==> src/rtl/if_fetch_stage.sv <==
// ============================================================================
// Module  : if_fetch_stage
// Brief   : Instruction fetch stage with PC, req/ready imem port and IF/ID reg.
// Revision: 1.0
// ============================================================================
`default_nettype none

module if_fetch_stage #(
    parameter logic [31:0] RESET_PC = 32'h0000_0000,
    parameter logic [31:0] NOP_INST = 32'h0000_0000
) (
    input  logic        clk,
    input  logic        rst_n,
    input  logic        stall_i,
    input  logic        br_taken_i,
    input  logic [15:0] br_imm16_i,
    input  logic [31:0] br_pc4_i,
    output logic        imem_req_o,
    output logic [31:0] imem_addr_o,
    input  logic        imem_ready_i,
    input  logic [31:0] imem_rdata_i,
    output logic [31:0] if_id_inst_o,
    output logic [31:0] if_id_pc4_o,
    output logic        if_id_valid_o
);

    typedef enum logic [1:0] {
        IDLE = 2'd0,
        REQ  = 2'd1,
        HOLD = 2'd2,
        DROP = 2'd3
    } state_t;

    state_t      state, state_nxt;
    logic [31:0] pc, pc_nxt;
    logic [31:0] drop_addr, drop_addr_nxt;
    logic [31:0] hold_inst, hold_inst_nxt;
    logic [31:0] hold_pc4, hold_pc4_nxt;
    logic [31:0] inst_q, inst_nxt;
    logic [31:0] pc4_q, pc4_nxt;
    logic        valid_q, valid_nxt;

    logic [31:0] pc_plus4;
    logic [31:0] br_target;

    assign pc_plus4  = pc + 32'd4;
    assign br_target = br_pc4_i + {{14{br_imm16_i[15]}}, br_imm16_i, 2'b00};

    always_ff @(negedge clk or negedge rst_n) begin
        if (!rst_n) begin
            state     <= IDLE;
            pc        <= RESET_PC;
            drop_addr <= RESET_PC;
            hold_inst <= 32'd0;
            hold_pc4  <= 32'd0;
            inst_q    <= NOP_INST;
            pc4_q     <= 32'd0;
            valid_q   <= 1'b0;
        end else begin
            state     <= state_nxt;
            pc        <= pc_nxt;
            drop_addr <= drop_addr_nxt;
            hold_inst <= hold_inst_nxt;
            hold_pc4  <= hold_pc4_nxt;
            inst_q    <= inst_nxt;
            pc4_q     <= pc4_nxt;
            valid_q   <= valid_nxt;
        end
    end

    always_comb begin
        state_nxt     = state;
        pc_nxt        = pc;
        drop_addr_nxt = drop_addr;
        hold_inst_nxt = hold_inst;
        hold_pc4_nxt  = hold_pc4;
        inst_nxt      = inst_q;
        pc4_nxt       = pc4_q;
        valid_nxt     = valid_q;

        // A taken branch is older than anything in IF, so it flushes IF/ID
        // even while decode is stalled.
        if (br_taken_i && state != IDLE) begin
            pc_nxt    = br_target;
            inst_nxt  = NOP_INST;
            pc4_nxt   = 32'd0;
            valid_nxt = 1'b0;
        end

        case (state)
            IDLE: begin
                state_nxt = REQ;
            end
            REQ: begin
                if (br_taken_i) begin
                    if (!imem_ready_i) begin
                        drop_addr_nxt = pc;
                        state_nxt     = DROP;
                    end
                end else if (imem_ready_i) begin
                    if (stall_i) begin
                        hold_inst_nxt = imem_rdata_i;
                        hold_pc4_nxt  = pc_plus4;
                        state_nxt     = HOLD;
                    end else begin
                        inst_nxt  = imem_rdata_i;
                        pc4_nxt   = pc_plus4;
                        valid_nxt = 1'b1;
                        pc_nxt    = pc_plus4;
                    end
                end
            end
            HOLD: begin
                if (br_taken_i) begin
                    state_nxt = REQ;
                end else if (!stall_i) begin
                    inst_nxt  = hold_inst;
                    pc4_nxt   = hold_pc4;
                    valid_nxt = 1'b1;
                    pc_nxt    = pc_plus4;
                    state_nxt = REQ;
                end
            end
            DROP: begin
                // The abandoned request must still complete before a new one starts.
                if (imem_ready_i) begin
                    state_nxt = REQ;
                end
            end
            default: begin
                state_nxt = IDLE;
            end
        endcase
    end

    assign imem_req_o    = (state == REQ) || (state == DROP);
    assign imem_addr_o   = (state == DROP) ? drop_addr : pc;
    assign if_id_inst_o  = inst_q;
    assign if_id_pc4_o   = pc4_q;
    assign if_id_valid_o = valid_q;

endmodule

`default_nettype wire
==> config.mk <==
export PLATFORM = sky130hd
export DESIGN_NAME = if_fetch_stage
export DESIGN_NICKNAME = d
export VERILOG_FILES = /design/src/rtl/if_fetch_stage.sv
export SDC_FILE = /design/constraint.sdc
export NUM_CORES = 1
export LEC_CHECK = 0
export ABC_CLOCK_PERIOD_IN_PS = 5700
export CAP_MARGIN = 40
export CELL_PAD_IN_SITES_DETAIL_PLACEMENT = 1
export CELL_PAD_IN_SITES_GLOBAL_PLACEMENT = 1
export CORE_UTILIZATION = 45
export CTS_CLUSTER_SIZE = 25
export DETAILED_ROUTE_END_ITERATION = 8
export GPL_TIMING_DRIVEN = 0
export PLACE_DENSITY_LB_ADDON = 0.12
export SYNTH_ARGS = -nofsm -noshare
export SYNTH_HDL_FRONTEND = slang
export SYNTH_SLANG_ARGS = --single-unit
==> constraint.sdc <==
create_clock -name clk -period 5.7 [get_ports clk]
set_input_delay 1.14 -clock clk [delete_from_list [all_inputs] [get_ports clk]]
set_output_delay 1.14 -clock clk [all_outputs]
set_load 0.01 [all_outputs]
==> Yosys cells after proc, flatten, opt, wreduce, memory -nomap -nowiden <==
Cells that the tools add are included.
{ "classes": {"n_addsub": 2, "mul": 0, "n_div": 0, "n_lt_le_gt_ge": 0, "n_eq_ne": 8, "shift": 0, "n_mux": 35, "bitwise_logic": 2, "n_reduce_logical": 7} }
{ "op_table": {"columns": ["operator", "count"], "rows": [
  ["two-way mux 32 bit", 18],
  ["one-hot mux 32 bit (2 select lines)", 3],
  ["adder 32 x 3 -> 32 bit, second input constant", 1],
  ["adder 32 bit", 1],
  ["two-way mux 2 bit", 7],
  ["inequality test 3 bit, second input constant", 4],
  ["one-hot mux 2 bit (4 select lines)", 1],
  ["two-way mux 1 bit", 5],
  ["AND reduction 5 bit", 1],
  ["== test 2 bit, second input constant", 2],
  ["AND reduction 4 bit", 1],
  ["AND reduction 3 bit", 1],
  ["== test 2 x 1 -> 1 bit, second input constant", 1],
  ["zero test 2 bit", 1],
  ["inequality test 2 bit, second input constant", 1],
  ["inverter 1 bit", 2],
  ["one-hot mux 1 bit (2 select lines)", 1],
  ["nonzero test 2 bit", 1],
  ["logical AND 1 bit", 1],
  ["logical OR 1 bit", 1]
]} }
{ "totals": {"register_bits": 195, "latch_bits": 0, "mem_bits_rw": 0, "romBits": 0, "input_bits": 85, "output_inout_bits": 98, "memories": 0} }

==> Logic depth before layout (Yosys ltp) <==
{ "depth": {"depth_word": 7, "mapped_depth": 12, "mapped_depth_nobuf": 12} }

==> impl_table.tex <==
\begin{tabular}{lr}
\hline
Metric & Value \\
\hline
\multicolumn{2}{l}{\textbf{Run status}} \\
Outcome & complete, but fails checks \\
Violations in the final reports & negative setup slack \\
\multicolumn{2}{l}{\textbf{Floorplan}} \\
Std-Cell Rows & between 50 and 60 \\
Top-level port count & approximately 180 \\
Initial Util & between 40\% and 50\% \\
Floorplan die height & between 150 and 200 um \\
Total Die Area & around 25000 um2 \\
Die span in x & 157 um \\
Area of the core & 23600 um2 \\
\multicolumn{2}{l}{\textbf{Timing}} \\
Worst-margin pin slew & 0.695 ns \\
Worst slew margin relative to its limit & 53.7\% \\
Hold Worst Slack & around 0.43 ns \\
Unrepaired setup endpoints after global routing & yes \\
Setup WS post-layout & -0.336 ns \\
Final setup violation count & 48 \\
Worst clock skew & between 0.01 and 0.015 ns \\
Final Slew Violations & 0 \\
Number of hold violations in the final report & 0 \\
\multicolumn{2}{l}{\textbf{Yosys}} \\
Most frequently used flop master after synthesis & sky130\_fd\_sc\_hd\_\_dfrtn\_1 \\
Number of instances in the synthesized netlist & around 1100 \\
Avg Cell Area, Syn & roughly 10 um2 \\
Share of synthesized area occupied by flip-flops and latches & around 45\% \\
Cell Area, Synth & roughly 11000 um2 \\
Synthesis-stage register bit count & $\sim$200 \\
Number of nets in the synthesized netlist & around 1200 \\
Post-synth EDFFs & 0 \\
Warnings, synthesis & 0 \\
Fraction of synthesis flops using an asynchronous set or reset pin & 100\% \\
Yosys cell types & roughly 70 \\
\multicolumn{2}{l}{\textbf{Finish}} \\
Filler cells & around 2500 \\
Count of non-filler cells in the finished layout & roughly 1700 \\
Area of all placed cells without fillers & $\sim$15000 um2 \\
Area of the multi-input gates & about 6300 um2 \\
Total inserted antenna cells & 0 \\
Total area of sequential cells & a little under 5000 um2 \\
Layout net count & 1473 \\
Layout cell share with drive strength beyond 1 & 30.1\% \\
Area growth from synthesis to layout & 41.4\% \\
\multicolumn{2}{l}{\textbf{Global route}} \\
Remaining global-route overflow & 0 \\
All-Layer GR Usage & about 34\% \\
First-pass GRT wire length & around 64000 um \\
Vias in the first global route & between 10000 and 15000 \\
Initial antenna violation count & 0 \\
Pin count of the biggest net entering global routing & 121 \\
\multicolumn{2}{l}{\textbf{Place}} \\
Post-detail-place hpwl & around 26000 um \\
Placed Area & approximately 13000 um2 \\
GPL Wtd Cong & $\sim$0.84 \\
Dpl cells & between 1500 and 2000 \\
Total of buffers placed on input and output ports & approximately 180 \\
Post-place setup slack & -1.95 ns \\
\multicolumn{2}{l}{\textbf{Power and ir drop}} \\
Largest voltage drop on the vdd net & approximately 270 uV \\
Leakage dissipation & a little under 0.007 uW \\
Tot Pwr & about 7100 uW \\
Cell Pwr Density & 461 nW/um2 \\
\multicolumn{2}{l}{\textbf{Worst setup path}} \\
Startpoint types & input pin \\
Largest fanout on the critical path & 7 \\
Data arrival time of the critical path & around 3.5 ns \\
Required time of the critical path & around 3.1 ns \\
Setup Crit Path Kind & in2reg \\
CP endpoint kind & register \\
\multicolumn{2}{l}{\textbf{CTS}} \\
Clock tree buffer depth & 2 \\
Number of buffers inserted for hold repair after clock tree synthesis & 0 \\
Clock tree from TritonCTS & yes \\
CTS H-Tree Depth & 4 \\
Cell chosen for the clock root & sky130\_fd\_sc\_hd\_\_clkbuf\_16 \\
Clock latency on the worst-skew pair & between 0.4 and 0.5 ns \\
Cts bufs inserted & 17 \\
Clock slew at reported path FFs & around 0.050 ns \\
TritonCTS Sinks & between 150 and 200 \\
\multicolumn{2}{l}{\textbf{Flow run}} \\
Count of maximum capacitance violations & 0 \\
\multicolumn{2}{l}{\textbf{Drt}} \\
Post-detailed-route count of antenna-violating nets & 0 \\
Routed wire length & $\sim$41000 um \\
Via count & $\sim$10000 \\
Routed len/inst & between 20 and 25 um \\
Detailed router's first-iteration violation count & a little under 900 \\
TritonRoute pass-1 iters & 5 \\
Avg Vias per Cell & a little over 6 \\
Post-route DRC & 0 \\
\multicolumn{2}{l}{\textbf{Hold path}} \\
Worst min path class & reg2reg \\
\hline
\end{tabular}
==> Yosys cell counts (8+ instances only) <==
master,instances,area share (%)
sky130_fd_sc_hd__dfrtn_1,195,45
sky130_fd_sc_hd__nand2_1,106,3.7
sky130_fd_sc_hd__mux2_2,101,10
sky130_fd_sc_hd__o21ai_0,65,3.0
sky130_fd_sc_hd__clkbuf_1,57,2.0
sky130_fd_sc_hd__o21ai_1,51,2.3
sky130_fd_sc_hd__nor2_1,50,1.7
sky130_fd_sc_hd__a21oi_1,49,2.3
sky130_fd_sc_hd__inv_1,36,1.2
sky130_fd_sc_hd__ha_1,34,3.9
sky130_fd_sc_hd__nand3_1,28,1.3
sky130_fd_sc_hd__xnor2_1,28,2.3
sky130_fd_sc_hd__a222oi_1,25,2.3
sky130_fd_sc_hd__xor2_1,25,2.0
sky130_fd_sc_hd__a32oi_1,22,1.8
sky130_fd_sc_hd__a31oi_1,17,0.98
sky130_fd_sc_hd__a22oi_1,16,1.1
sky130_fd_sc_hd__nand4_1,13,0.75
sky130_fd_sc_hd__a21o_1,11,0.76
sky130_fd_sc_hd__and2_1,10,0.58
sky130_fd_sc_hd__and3_1,10,0.58
sky130_fd_sc_hd__o22ai_1,9,0.52
sky130_fd_sc_hd__buf_1,8,0.28
==> path summary, 6_finish.rpt <==
path	start	endpoint	slack, ns	cells past startpoint
max	br_pc4_i[21]	pc[24]	-0.34	12
min	if_id_inst_o[28]	if_id_inst_o[28]	0.43	2
max reg2reg	pc[2]	if_id_pc4_o[28]	2.68	9
min reg2reg	if_id_inst_o[28]	if_id_inst_o[28]	0.43	2
max in group asynchronous	rst_n	drop_addr[24]	1.23	2
min in group asynchronous	rst_n	hold_inst[6]	3.41	1
==> cell usage in the layout, fill, tap and decap left out, types with 6 or more instances in the layout <==
master / Yosys / layout
sky130_fd_sc_hd__clkbuf_8: 5 / 11
sky130_fd_sc_hd__a32oi_1: 22 / 21
sky130_fd_sc_hd__ha_1: 34 / 11
sky130_fd_sc_hd__a22oi_1: 16 / 16
sky130_fd_sc_hd__clkbuf_4: 0 / 8
sky130_fd_sc_hd__buf_4: 0 / 58
sky130_fd_sc_hd__o21ai_0: 65 / 59
sky130_fd_sc_hd__a21o_1: 11 / 11
sky130_fd_sc_hd__and3_1: 10 / 10
sky130_fd_sc_hd__a21oi_2: 2 / 9
sky130_fd_sc_hd__xor2_1: 25 / 23
sky130_fd_sc_hd__o22ai_1: 9 / 8
sky130_fd_sc_hd__a222oi_1: 25 / 25
sky130_fd_sc_hd__a21oi_1: 49 / 35
sky130_fd_sc_hd__clkdlybuf4s15_1: 0 / 8
sky130_fd_sc_hd__clkbuf_1: 57 / 25
sky130_fd_sc_hd__dfrtn_1: 195 / 195
sky130_fd_sc_hd__a221o_1: 6 / 6
sky130_fd_sc_hd__buf_2: 5 / 18
sky130_fd_sc_hd__a31oi_1: 17 / 17
sky130_fd_sc_hd__nor2_1: 50 / 48
sky130_fd_sc_hd__nand4_1: 13 / 13
sky130_fd_sc_hd__clkdlybuf4s50_1: 0 / 107
sky130_fd_sc_hd__mux2_4: 0 / 30
sky130_fd_sc_hd__clkbuf_16: 0 / 21
sky130_fd_sc_hd__buf_6: 5 / 51
sky130_fd_sc_hd__ha_4: 0 / 23
sky130_fd_sc_hd__and2_1: 10 / 8
sky130_fd_sc_hd__o21ai_1: 51 / 51
sky130_fd_sc_hd__inv_1: 36 / 32
sky130_fd_sc_hd__dlygate4sd2_1: 0 / 9
sky130_fd_sc_hd__a21oi_4: 0 / 7
sky130_fd_sc_hd__clkbuf_2: 0 / 12
sky130_fd_sc_hd__xnor2_1: 28 / 25
sky130_fd_sc_hd__nand2_1: 106 / 101
sky130_fd_sc_hd__nand3_1: 28 / 24
sky130_fd_sc_hd__mux2_2: 101 / 71
==> cells by family (layout without fill, tap and decap cells) <==
| family | Yosys count | count (layout) | share of synthesized area (%) |
|---|---|---|---|
| AOI/OAI and AO/OA | 323 | 323 | 19.8 |
| and+or+nand+nor | 260 | 260 | 11.3 |
| DFF | 195 | 195 | 44.9 |
| buffers and inverters | 117 | 396 | 4.90 |
| muxes | 103 | 103 | 10.6 |
| xor gates and xnor gates | 53 | 53 | 4.27 |
| adders and majority gates | 35 | 35 | 4.10 |
==> metal layers <==
layer  GRT usage [%]  part of all wire [%]  wire [um]
met2            58.3                    50      20800
met3            4.41                   5.4       2250
met1            42.5                    41      16900
met5               0                     0          0
met4            15.0                   3.7       1520
==> per-stage QoR <==
step           setup TNS (ns)  utilization [%]
2_1_floorplan           -2.27                -
3_3_place_gp         -1627.86             56.2
3_5_place_dp          -188.28             56.3
4_1_cts                 -3.51             64.1
5_1_grt                 -7.62             65.1
6_report                -5.56             65.1
==> worst max-delay path: stages <==
cell and delay (ns):
sky130_fd_sc_hd__dlygate4sd2_1 0.26, sky130_fd_sc_hd__ha_4 0.26, sky130_fd_sc_hd__a21oi_4 0.17, sky130_fd_sc_hd__o21ai_4 0.08, sky130_fd_sc_hd__buf_4 0.14, sky130_fd_sc_hd__a211o_1 0.28
sky130_fd_sc_hd__o21ai_1 0.18, sky130_fd_sc_hd__nor2_1 0.12, sky130_fd_sc_hd__xnor2_1 0.31, sky130_fd_sc_hd__o21ai_2 0.14, sky130_fd_sc_hd__a21o_1 0.19, sky130_fd_sc_hd__a22o_1 0.18
==> report_power, final <==
group	internal, uW	switching, uW	leakage, uW	total (uW)
combinational	1650	1850	0.00393	3500
clock	722	596	0.000295	1320
sequential	1900	362	0.00255	2260
==> sequential cells by signal, summed over array words and instances, names as in the netlist <==
signal,cells
pc,32
if_id_inst_o,32
if_id_pc4_o,32
if_id_valid_o,1
hold_pc4,32
hold_inst,32
drop_addr,32
state,2
==> layout make-up <==
class	instances	area share [%]
plain buffers	74	3.38
clock buffers	19	2.95
clock inverters	12	1.09
inverters	37	0.920
multi-input cells	774	40.9
flip-flops and latches	195	31.7
well taps	319	2.60
repair buffers	254	16.4
==> repair_timing <==
| item | CTS | global route |
|---|---|---|
| pin swaps | 69 | 27 |
| gates cloned | 3 | 1 |
| buffers inserted | 56 | 13 |
| endpoints found under the hold margin | 0 | 0 |
| gates resized for setup | 453 | 46 |
| endpoints found under the setup margin | 214 | 149 |
Note: power is estimated with default switching activity, not from simulation.
